--- src/rtl/race_controller_if.sv ---
// Track-side inputs and lap-timer/dashboard outputs of the race controller.
// The slave modport is the controller's view; master is the driver/observer side.
interface race_controller_if #(
    parameter int unsigned N_CP = 4
);
    logic            start_btn;
    logic            pause_btn;
    logic            finish_cross;
    logic [N_CP-1:0] checkpoint_hit;
    logic            max_time_exceeded;

    logic            timer_start;
    logic            timer_stop;
    logic            timer_lap_finished;
    logic            timer_checkpoints_passed;
    logic [2:0]      lights;
    logic [3:0]      lap_count;
    logic [2:0]      race_state;
    logic            race_done;

    modport master (
        output start_btn, pause_btn, finish_cross, checkpoint_hit, max_time_exceeded,
        input  timer_start, timer_stop, timer_lap_finished, timer_checkpoints_passed,
        input  lights, lap_count, race_state, race_done
    );

    modport slave (
        input  start_btn, pause_btn, finish_cross, checkpoint_hit, max_time_exceeded,
        output timer_start, timer_stop, timer_lap_finished, timer_checkpoints_passed,
        output lights, lap_count, race_state, race_done
    );
endinterface

--- src/rtl/race_controller.sv ---
// Race sequencer for one car: countdown lights, start, pause/resume,
// per-lap checkpoint validation and finish, driving the lap timer controls.
module race_controller #(
    parameter int unsigned N_CP          = 4,
    parameter int unsigned LAPS          = 3,
    parameter int unsigned TICKS_PER_SEC = 65_000_000,
    parameter int unsigned CNT_W         = 27
) (
    input  logic            pclk,
    input  logic            rst_n,
    race_controller_if.slave bus
);
    localparam logic [CNT_W-1:0] TICK_LAST = CNT_W'(TICKS_PER_SEC - 1);
    localparam logic [3:0]       LAPS_MAX  = 4'(LAPS);

    typedef enum logic [2:0] {
        S_IDLE      = 3'd0,
        S_COUNTDOWN = 3'd1,
        S_RACING    = 3'd2,
        S_LAP_END   = 3'd3,
        S_PAUSED    = 3'd4,
        S_FINISHED  = 3'd5
    } state_t;

    state_t          state;
    logic [CNT_W-1:0] tick_cnt;
    logic [N_CP-1:0] cp_mask;
    logic            lap_valid;
    logic            timer_start;
    logic            timer_stop;
    logic            timer_lap_finished;
    logic            timer_cp_passed;
    logic [2:0]      lights;
    logic [3:0]      lap_count;
    logic            race_done;

    logic [N_CP-1:0] cp_all;
    logic [3:0]      lap_next;

    // Hits arriving in the crossing cycle still count; lap count saturates at LAPS.
    always_comb begin
        cp_all   = cp_mask | bus.checkpoint_hit;
        lap_next = lap_count;
        if (lap_valid && (lap_count < LAPS_MAX)) begin
            lap_next = lap_count + 4'd1;
        end
    end

    always_ff @(posedge pclk or negedge rst_n) begin
        if (!rst_n) begin
            state              <= S_IDLE;
            tick_cnt           <= '0;
            cp_mask            <= '0;
            lap_valid          <= 1'b0;
            timer_start        <= 1'b0;
            timer_stop         <= 1'b0;
            timer_lap_finished <= 1'b0;
            timer_cp_passed    <= 1'b0;
            lights             <= 3'b000;
            lap_count          <= 4'd0;
            race_done          <= 1'b0;
        end else begin
            timer_start        <= 1'b0;
            timer_stop         <= 1'b0;
            timer_lap_finished <= 1'b0;
            timer_cp_passed    <= 1'b0;

            case (state)
                S_IDLE, S_FINISHED: begin
                    if (bus.start_btn) begin
                        state     <= S_COUNTDOWN;
                        lights    <= 3'b111;
                        lap_count <= 4'd0;
                        cp_mask   <= '0;
                        tick_cnt  <= '0;
                        race_done <= 1'b0;
                    end
                end

                // Each full second drops one light; the last drop launches the race.
                S_COUNTDOWN: begin
                    if (tick_cnt == TICK_LAST) begin
                        tick_cnt <= '0;
                        lights   <= {1'b0, lights[2:1]};
                        if (lights == 3'b001) begin
                            state       <= S_RACING;
                            timer_start <= 1'b1;
                        end
                    end else begin
                        tick_cnt <= tick_cnt + CNT_W'(1);
                    end
                end

                S_RACING: begin
                    cp_mask <= cp_all;
                    if (bus.finish_cross) begin
                        timer_lap_finished <= 1'b1;
                        timer_cp_passed    <= &cp_all;
                        lap_valid          <= (&cp_all) & ~bus.max_time_exceeded;
                        state              <= S_LAP_END;
                    end else if (bus.pause_btn) begin
                        timer_stop <= 1'b1;
                        state      <= S_PAUSED;
                    end
                end

                // Checkpoint verdict stays visible for one more cycle while the lap is booked.
                S_LAP_END: begin
                    cp_mask         <= '0;
                    timer_cp_passed <= timer_cp_passed;
                    lap_count       <= lap_next;
                    if (lap_next == LAPS_MAX) begin
                        state      <= S_FINISHED;
                        timer_stop <= 1'b1;
                        race_done  <= 1'b1;
                    end else begin
                        state <= S_RACING;
                    end
                end

                S_PAUSED: begin
                    if (bus.pause_btn) begin
                        timer_start <= 1'b1;
                        state       <= S_RACING;
                    end
                end

                default: state <= S_IDLE;
            endcase
        end
    end

    assign bus.timer_start              = timer_start;
    assign bus.timer_stop               = timer_stop;
    assign bus.timer_lap_finished       = timer_lap_finished;
    assign bus.timer_checkpoints_passed = timer_cp_passed;
    assign bus.lights                   = lights;
    assign bus.lap_count                = lap_count;
    assign bus.race_state               = state;
    assign bus.race_done                = race_done;
endmodule

--- src/flat_wrapper.sv ---
// flat-port wrapper written by rule: the top's interface ports become plain ports
module race_controller_flat 
#(
    parameter int unsigned N_CP          = 4,
    parameter int unsigned LAPS          = 3,
    parameter int unsigned TICKS_PER_SEC = 65_000_000,
    parameter int unsigned CNT_W         = 27
)
  (pclk, rst_n, bus_start_btn, bus_pause_btn, bus_finish_cross, bus_checkpoint_hit, bus_max_time_exceeded, bus_timer_start, bus_timer_stop, bus_timer_lap_finished, bus_timer_checkpoints_passed, bus_lights, bus_lap_count, bus_race_state, bus_race_done);
  race_controller_if #(.N_CP(N_CP)) bus_i ();
  input  logic pclk;
  input  logic rst_n;
  input wire logic [$bits(bus_i.start_btn)-1:0] bus_start_btn;
  input wire logic [$bits(bus_i.pause_btn)-1:0] bus_pause_btn;
  input wire logic [$bits(bus_i.finish_cross)-1:0] bus_finish_cross;
  input wire logic [$bits(bus_i.checkpoint_hit)-1:0] bus_checkpoint_hit;
  input wire logic [$bits(bus_i.max_time_exceeded)-1:0] bus_max_time_exceeded;
  output wire logic [$bits(bus_i.timer_start)-1:0] bus_timer_start;
  output wire logic [$bits(bus_i.timer_stop)-1:0] bus_timer_stop;
  output wire logic [$bits(bus_i.timer_lap_finished)-1:0] bus_timer_lap_finished;
  output wire logic [$bits(bus_i.timer_checkpoints_passed)-1:0] bus_timer_checkpoints_passed;
  output wire logic [$bits(bus_i.lights)-1:0] bus_lights;
  output wire logic [$bits(bus_i.lap_count)-1:0] bus_lap_count;
  output wire logic [$bits(bus_i.race_state)-1:0] bus_race_state;
  output wire logic [$bits(bus_i.race_done)-1:0] bus_race_done;
  assign bus_i.start_btn = bus_start_btn;
  assign bus_i.pause_btn = bus_pause_btn;
  assign bus_i.finish_cross = bus_finish_cross;
  assign bus_i.checkpoint_hit = bus_checkpoint_hit;
  assign bus_i.max_time_exceeded = bus_max_time_exceeded;
  assign bus_timer_start = bus_i.timer_start;
  assign bus_timer_stop = bus_i.timer_stop;
  assign bus_timer_lap_finished = bus_i.timer_lap_finished;
  assign bus_timer_checkpoints_passed = bus_i.timer_checkpoints_passed;
  assign bus_lights = bus_i.lights;
  assign bus_lap_count = bus_i.lap_count;
  assign bus_race_state = bus_i.race_state;
  assign bus_race_done = bus_i.race_done;
  race_controller #(.N_CP(N_CP), .LAPS(LAPS), .TICKS_PER_SEC(TICKS_PER_SEC), .CNT_W(CNT_W)) u_core (.pclk(pclk), .rst_n(rst_n), .bus(bus_i));
endmodule
--- config.mk ---
export PLATFORM = sky130hd
export DESIGN_NAME = race_controller_flat
export DESIGN_NICKNAME = d
export VERILOG_FILES = /design/src/rtl/race_controller_if.sv /design/src/rtl/race_controller.sv /design/src/flat_wrapper.sv
export SDC_FILE = /design/constraint.sdc
export NUM_CORES = 1
export LEC_CHECK = 0
export ABC_AREA = 1
export CAP_MARGIN = 5
export CORE_MARGIN = 4
export CORE_UTILIZATION = 52
export CTS_CLUSTER_DIAMETER = 100
export DETAILED_ROUTE_END_ITERATION = 7
export GPL_ROUTABILITY_DRIVEN = 0
export PLACE_DENSITY = 0.81
export SLEW_MARGIN = 20
export SYNTH_ARGS = -nofsm -noshare
export SYNTH_HDL_FRONTEND = slang
export SYNTH_SLANG_ARGS = --single-unit
export TNS_END_PERCENT = 5
--- constraint.sdc ---
create_clock -name pclk -period 1.55 [get_ports pclk]
set_clock_uncertainty 0.05 [all_clocks]
set_input_delay 0.31 -clock pclk [delete_from_list [all_inputs] [get_ports pclk]]
set_output_delay 0.31 -clock pclk [all_outputs]
set_load 0.02 [all_outputs]
# == After elaboration in Yosys (flattened, before gate mapping) ==
# Cells that the tools add are included.
# classes
n_addsub,2
magnitude_cmp,1
n_eq_ne,14
mux,32
n_bitwise,3
reduce_logical,14
# ops
cell,n
two-way mux 27 bit,2
case mux 27 bit (2 select lines),1
adder 27 x 1 -> 27 bit (second input constant),1
== test 27 x 26 -> 1 bit (second input constant),1
two-way mux 3 bit,9
case mux 3 bit (5 select lines),1
case mux 4 bit (3 select lines),1
two-way mux 1 bit,10
two-way mux 4 bit,2
case mux 1 bit (2 select lines),4
case mux 4 bit (2 select lines),1
AND reduction 2 bit,4
== test 3 x 1 -> 1 bit (second input constant),2
== test 3 x 2 -> 1 bit (second input constant),2
== test 3 bit (second input constant),2
inequality test 2 x 1 -> 1 bit (second input constant),3
case mux 3 bit (2 select lines),1
AND reduction 3 bit,2
AND reduction 5 bit,1
adder 4 x 1 -> 4 bit (second input constant),1
== test 4 x 2 -> 1 bit (second input constant),1
< comparator 4 x 2 -> 1 bit (second input constant),1
inequality test 2 bit (second input constant),2
OR 4 bit,1
other kinds (9),10
# totals
reg_bits,47
inputBits,10
out_inout_bits,15
elab_cells,77

# == Depth between registers and ports, before layout ==
# depth
depth_word,6
ltp_mapped,11

# == Worst setup path before layout ==
# Ideal clock, no wire load.
# synth_timing
path_kind,register to register
startpoint,"reg u_core.lap_count[0], in the netlist u_core.bus.lap_count[0]"
endpoint,"reg u_core.state[1], in the netlist u_core.bus.race_state[1]"
setup_time_ns,0.116
arrival_time_ns,1.406
slack_ns,-0.022
stages_incl_launch_ff,10
cell_sequence,dfrtp_1 > ha_1 > nor2_1 > nand2_1 > nand2_1 > nand3_1 > o21ai_0 > nand2_1 > nand2_1 > nand2_1
# synth_between
elab_chain_len,6
elab_cells_between_ends,7
# synth_rtl
element,line_no,text
start: declaration,race_controller.sv:34,logic [3:0] lap_count;
start signal: assignment,race_controller.sv:111,lap_count <= lap_next;
< comparator 4 x 2 -> 1 bit,race_controller.sv:44,if (lap_valid && (lap_count < LAPS_MAX)) begin
logical AND 1 bit,race_controller.sv:44,
two-way mux 4 bit (*),race_controller.sv:44,
== test 4 x 2 -> 1 bit (*),race_controller.sv:112,if (lap_next == LAPS_MAX) begin
two-way mux 3 bit (*),race_controller.sv:112,
case mux 3 bit (5 select lines) (*),race_controller.sv:68,case (state)
end signal: assignment,race_controller.sv:71,state <= S_COUNTDOWN;
end signal: assignment,race_controller.sv:113,state <= S_FINISHED;
end signal: assignment,race_controller.sv:117,state <= S_RACING;
end: declaration,race_controller.sv:25,state_t state;
# Mark *: on every way between the ends. The rest lies on a longest branch, timed or not.
# A chain may end at the register's enable or synchronous reset.

# == Worst setup path in the final report ==
# layout_timing
startpoint,reg u_core.tick_cnt[0]
endpoint,"reg u_core.lights[1], in the netlist u_core.bus.lights[1]"
# layout_between
elab_chain_len,3
# layout_rtl
element,line_no,text
start: declaration,race_controller.sv:26,logic [CNT_W-1:0] tick_cnt;
start signal: assignment,race_controller.sv:90,tick_cnt <= tick_cnt + CNT_W'(1);
== test 27 x 26 -> 1 bit,race_controller.sv:82,if (tick_cnt == TICK_LAST) begin
inequality test 2 x 1 -> 1 bit (no line),n/a,
AND reduction 3 bit (no line),n/a,
end signal: assignment,race_controller.sv:84,"lights <= {1'b0, lights[2:1]};"
end: declaration,race_controller.sv:33,logic [2:0] lights;
# No other way between the ends.

==> reports/summary.md <==
Largest area contributor in the netlist: sky130_fd_sc_hd__dfrtp_1. Counting distinct cell types in the post-synthesis netlist gives 29. Dividing total power by cell area gives a power density of 1431 nW/um^2. The overall die height works out to 80.73 um.

The non-filler instance count after layout is 513. The data arrival at the endpoint of the critical path came out at 1750 ps. In this run the deepest clock path goes through 2 buffers. For this run, the total global-route usage over all layers was measured as 22.55%.

The checks that failed: negative setup slack. The worst-case headroom to the max-slew limit was 79.05%. The worst hold-check slack is 445.1 ps, and the final period utilization is 103.7%. The number of diodes added for antenna fixing is 0. In this run the critical register-to-register path is captured at u_core.bus.lights[1]$_DFFE_PN0P_.

The clock reaches the later pin of the worst-skew pair after 300 ps. The synthesized instance count was 382; the share of the synthesized area in the top cell type was 42.77%. After global routing the overflow that remains totals 0. The most frequently used flop master after synthesis is sky130_fd_sc_hd__dfrtp_1. The commonest cells after synthesis are sky130_fd_sc_hd__nand2_1 (126), sky130_fd_sc_hd__nor2_1 (52), sky130_fd_sc_hd__dfrtp_1 (47), sky130_fd_sc_hd__inv_1 (47), sky130_fd_sc_hd__nand3_1 (30).

The run gives 454 as the final-stage net count. The smallest clock period supported by the final layout is computed as 1608 ps. Setup repair after global routing could not meet its margin everywhere. The top achievable clock speed was 622.0 MHz. The most instantiated library cell after synthesis was sky130_fd_sc_hd__nand2_1. The pin slew with the least headroom to its limit works out to 314.3 ps. The worst hold path begins at u_core.bus.timer_checkpoints_passed$_DFFE_PN0N_. The number of cells on the worst reg-to-reg path is 10. The number of storage elements in the synthesis netlist was 47; the reg2reg setup slack was -60 ps.

Die width: 80.73 um. The critical path is of the flip-flop to flip-flop type. TritonCTS built the clock tree. The die covers 6517 sq um.

In this run the standard cell core region covers 5107 sq um. After detailed routing, the average wire length per cell comes to 13.69 um. The run finished, with violations left. The worst setup margin was -57.65 ps; the number of optimization iterations in the first detailed-route pass was 5. Of the cells placed in the final design, the portion with a size suffix greater than 1 is 18.51%.

The number of H-tree levels was 2. The worst register-to-register path begins at u_core.tick_cnt[0]$_DFFE_PN0P_. The run gives 216 as the count of routing violations after the opening detailed-route iteration.

Placed wire-length estimate: 5064 um. Total I/O pin count: 25. The initialized floorplan defines 26 standard-cell rows.

Clock tree synthesis selected as its root buffer the cell sky130_fd_sc_hd__clkbuf_8. The worst-case IR drop observed on VDD is 1.154 mV. Cells fill 69.16% of the core in the end.

For this run, asynchronously set or reset flops after synthesis account for 100.0%. The number of clock buffers added by TritonCTS is 5. The logs give 2709 for the count of vias placed by the detailed router and 42.77% for the fraction of the yosys area taken by sequential cells. Counting instances, the worst hold path has a depth of 2.

The tools report the number of global-route vias before repair as 2567. Average cell area after synthesis: 7.199 sq um. The initial utilization of the core area, before any placement, comes to 53.85%. Counting flops with a built-in enable in the synthesized netlist gives 0. Entering global routing, the biggest net connects 48 pins. The post-layout total power is 5.056 mW. Counting every net in the synthesized netlist gives 394. Setup violations remaining at the end of the flow were counted as 24. Number of failing hold endpoints at the final stage: 0. After detailed routing, the number of vias per cell comes to 5.281.

The tools report the end point of the worst hold path as u_core.bus.timer_checkpoints_passed$_DFFE_PN0N_. The tool flagged a number of max-cap violations equal to 0. The number of nets still failing antenna checks after routing is 0. Along the worst path, the maximum fanout reaches 6.

The tools report the required time of the critical path as 1700 ps. In this run the worst hold path is classified as flip-flop to flip-flop. For the initial antenna violation count, the log shows 0. The first global-routing pass estimated 11450 um of wire. The post-synthesis to final-layout area growth is 28.44%. Element type at the critical path end: a flip-flop. After detailed routing, the number of remaining DRC violations is 0. The worst setup path is launched from a flip-flop. Including well taps, the total number of placed cells is 503. The post-synth design cell area is 2750 sq um. The Yosys step of the flow raised 0 warnings.

For the TritonCTS sink count, the log shows 47. Ranked by total cell area, the synthesized netlist is headed by sky130_fd_sc_hd__dfrtp_1 (43%), sky130_fd_sc_hd__nand2_1 (17%), sky130_fd_sc_hd__nor2_1 (7.1%). The number of slew-limit violations in the final report is 0, and the clock edge transition at the registers on the reported setup and hold paths is 90 ps.

For this block, the routed nets add up to 7023 um of wire. The leakage power figure was 1.716 nW. Prior to clock tree synthesis, the placed netlist has a worst setup slack of -96.93 ps.

The count of buffers from port buffering was 24.
==> cell families after synthesis <==
group / Yosys count / synth area share, %
xor gates and xnor gates: 12 / 3.822
buffers and inverters: 54 / 7.916
adders and majority gates: 2 / 0.9098
AOI/OAI and AO/OA: 34 / 7.324
DFF: 47 / 42.77
and+or+nand+nor: 233 / 37.26
==> cell usage in the layout (no fill, tap or decap), types with 2 or more instances in the layout <==
master,instances
sky130_fd_sc_hd__nor2_4,5
sky130_fd_sc_hd__o21bai_1,2
sky130_fd_sc_hd__nor2_1,44
sky130_fd_sc_hd__nand2_1,121
sky130_fd_sc_hd__buf_4,26
sky130_fd_sc_hd__o21ai_2,3
sky130_fd_sc_hd__inv_1,46
sky130_fd_sc_hd__o21ai_0,8
sky130_fd_sc_hd__nand2_2,5
sky130_fd_sc_hd__clkinv_2,2
sky130_fd_sc_hd__dfrtp_1,42
sky130_fd_sc_hd__nor3_1,2
sky130_fd_sc_hd__xor2_1,11
sky130_fd_sc_hd__o22ai_1,15
sky130_fd_sc_hd__nand3_1,28
sky130_fd_sc_hd__dfrtp_2,5
sky130_fd_sc_hd__o21ai_1,5
sky130_fd_sc_hd__buf_6,4
sky130_fd_sc_hd__buf_12,2
sky130_fd_sc_hd__clkbuf_8,6
sky130_fd_sc_hd__dlygate4sd2_1,14
sky130_fd_sc_hd__clkdlybuf4s50_1,8
sky130_fd_sc_hd__and3_1,2
sky130_fd_sc_hd__nand4_1,7
sky130_fd_sc_hd__nand2_4,6
sky130_fd_sc_hd__nor2_2,8
sky130_fd_sc_hd__inv_4,2
==> stage by stage <==
step / area, sq um / TNS, ps
3_5_place_dp: 3303 / -422.7
5_1_grt: 3532 / -3607
2_1_floorplan: 2751 / -95.56
4_1_cts: 3433 / -50.21
6_report: 3532 / -605.7
3_3_place_gp: 3303 / -84.89
==> state kept, by name (all words and copies together) (netlist names) <==
register                             count
u_core.bus.timer_stop                    1
u_core.bus.timer_lap_finished            1
u_core.bus.timer_checkpoints_passed      1
u_core.tick_cnt                         27
u_core.cp_mask                           4
u_core.bus.lights                        3
u_core.lap_valid                         1
u_core.bus.race_state                    3
u_core.bus.timer_start                   1
u_core.bus.race_done                     1
u_core.bus.lap_count                     4
==> power by group <==
| group | switching (mW) | total [mW] | internal (mW) |
|---|---|---|---|
| clock | 0.427 | 0.950 | 0.523 |
| combinational | 1.56 | 2.45 | 0.890 |
| sequential | 0.213 | 1.66 | 1.45 |
| total | 2.20 | 5.06 | 2.86 |
==> worst max-delay path by stage <==
stage	from	to	slack [ps]	depth (start not counted)
2_1_floorplan	u_core.tick_cnt[0]$_DFFE_PN0P_	u_core.bus.lights[1]$_DFFE_PN0P_	-20	10
3_3_place_gp	bus_finish_cross	u_core.bus.race_state[2]$_DFFE_PN0P_	-30	8
3_5_place_dp	u_core.bus.lap_count[0]$_DFFE_PN0P_	u_core.bus.race_done$_DFFE_PN0P_	-100	9
4_1_cts	u_core.tick_cnt[1]$_DFFE_PN0P_	u_core.tick_cnt[16]$_DFFE_PN0P_	-20	9
5_1_grt	u_core.tick_cnt[0]$_DFFE_PN0P_	u_core.tick_cnt[25]$_DFFE_PN0P_	-160	10
6_report	u_core.tick_cnt[0]$_DFFE_PN0P_	u_core.bus.lights[1]$_DFFE_PN0P_	-60	10
==> worst max-delay path, cell delays in order (launching register included) <==
cell and delay, ps:
sky130_fd_sc_hd__dfrtp_1 420, sky130_fd_sc_hd__ha_4 170, sky130_fd_sc_hd__nand2_4 70, sky130_fd_sc_hd__nor2_4 170, sky130_fd_sc_hd__nand2_1 100, sky130_fd_sc_hd__nor2_2 90
sky130_fd_sc_hd__nand2_2 80, sky130_fd_sc_hd__nand2_4 130, sky130_fd_sc_hd__nand2_4 90, sky130_fd_sc_hd__nand2_1 80, sky130_fd_sc_hd__o21ai_2 50
==> metal layers <==
layer / share of wire, % / global-route usage, %
met3: 6.0 / 4.484
met1: 42 / 28.15
met5: 0 / 0
met4: 2.1 / 6.588
met2: 50 / 39.49
==> what timing repair did <==
| item | in CTS | in global routing |
|---|---|---|
| resized for setup | 24 | 32 |
| setup endpoints to repair | 29 | 40 |
| cloned | 0 | 0 |
| pin swaps | 0 | 10 |
| hold endpoints to repair | 47 | 0 |
| hold buffers | 1 | 0 |
| setup buffers | 0 | 1 |
==> layout make-up <==
| cell class | count | area [sq um] |
|---|---|---|
| Fill cell | 426 | 1575 |
| Timing Repair Buffer | 57 | 508.0 |
| Clock inverter | 2 | 35.03 |
| Inverter | 50 | 193.9 |
| Tap cell | 70 | 87.58 |
| Clock buffer | 6 | 82.58 |
| Multi-Input combinational cell | 281 | 1443 |
| Sequential cell | 47 | 1182 |
No activity file was read; power rests on OpenSTA's default activity.
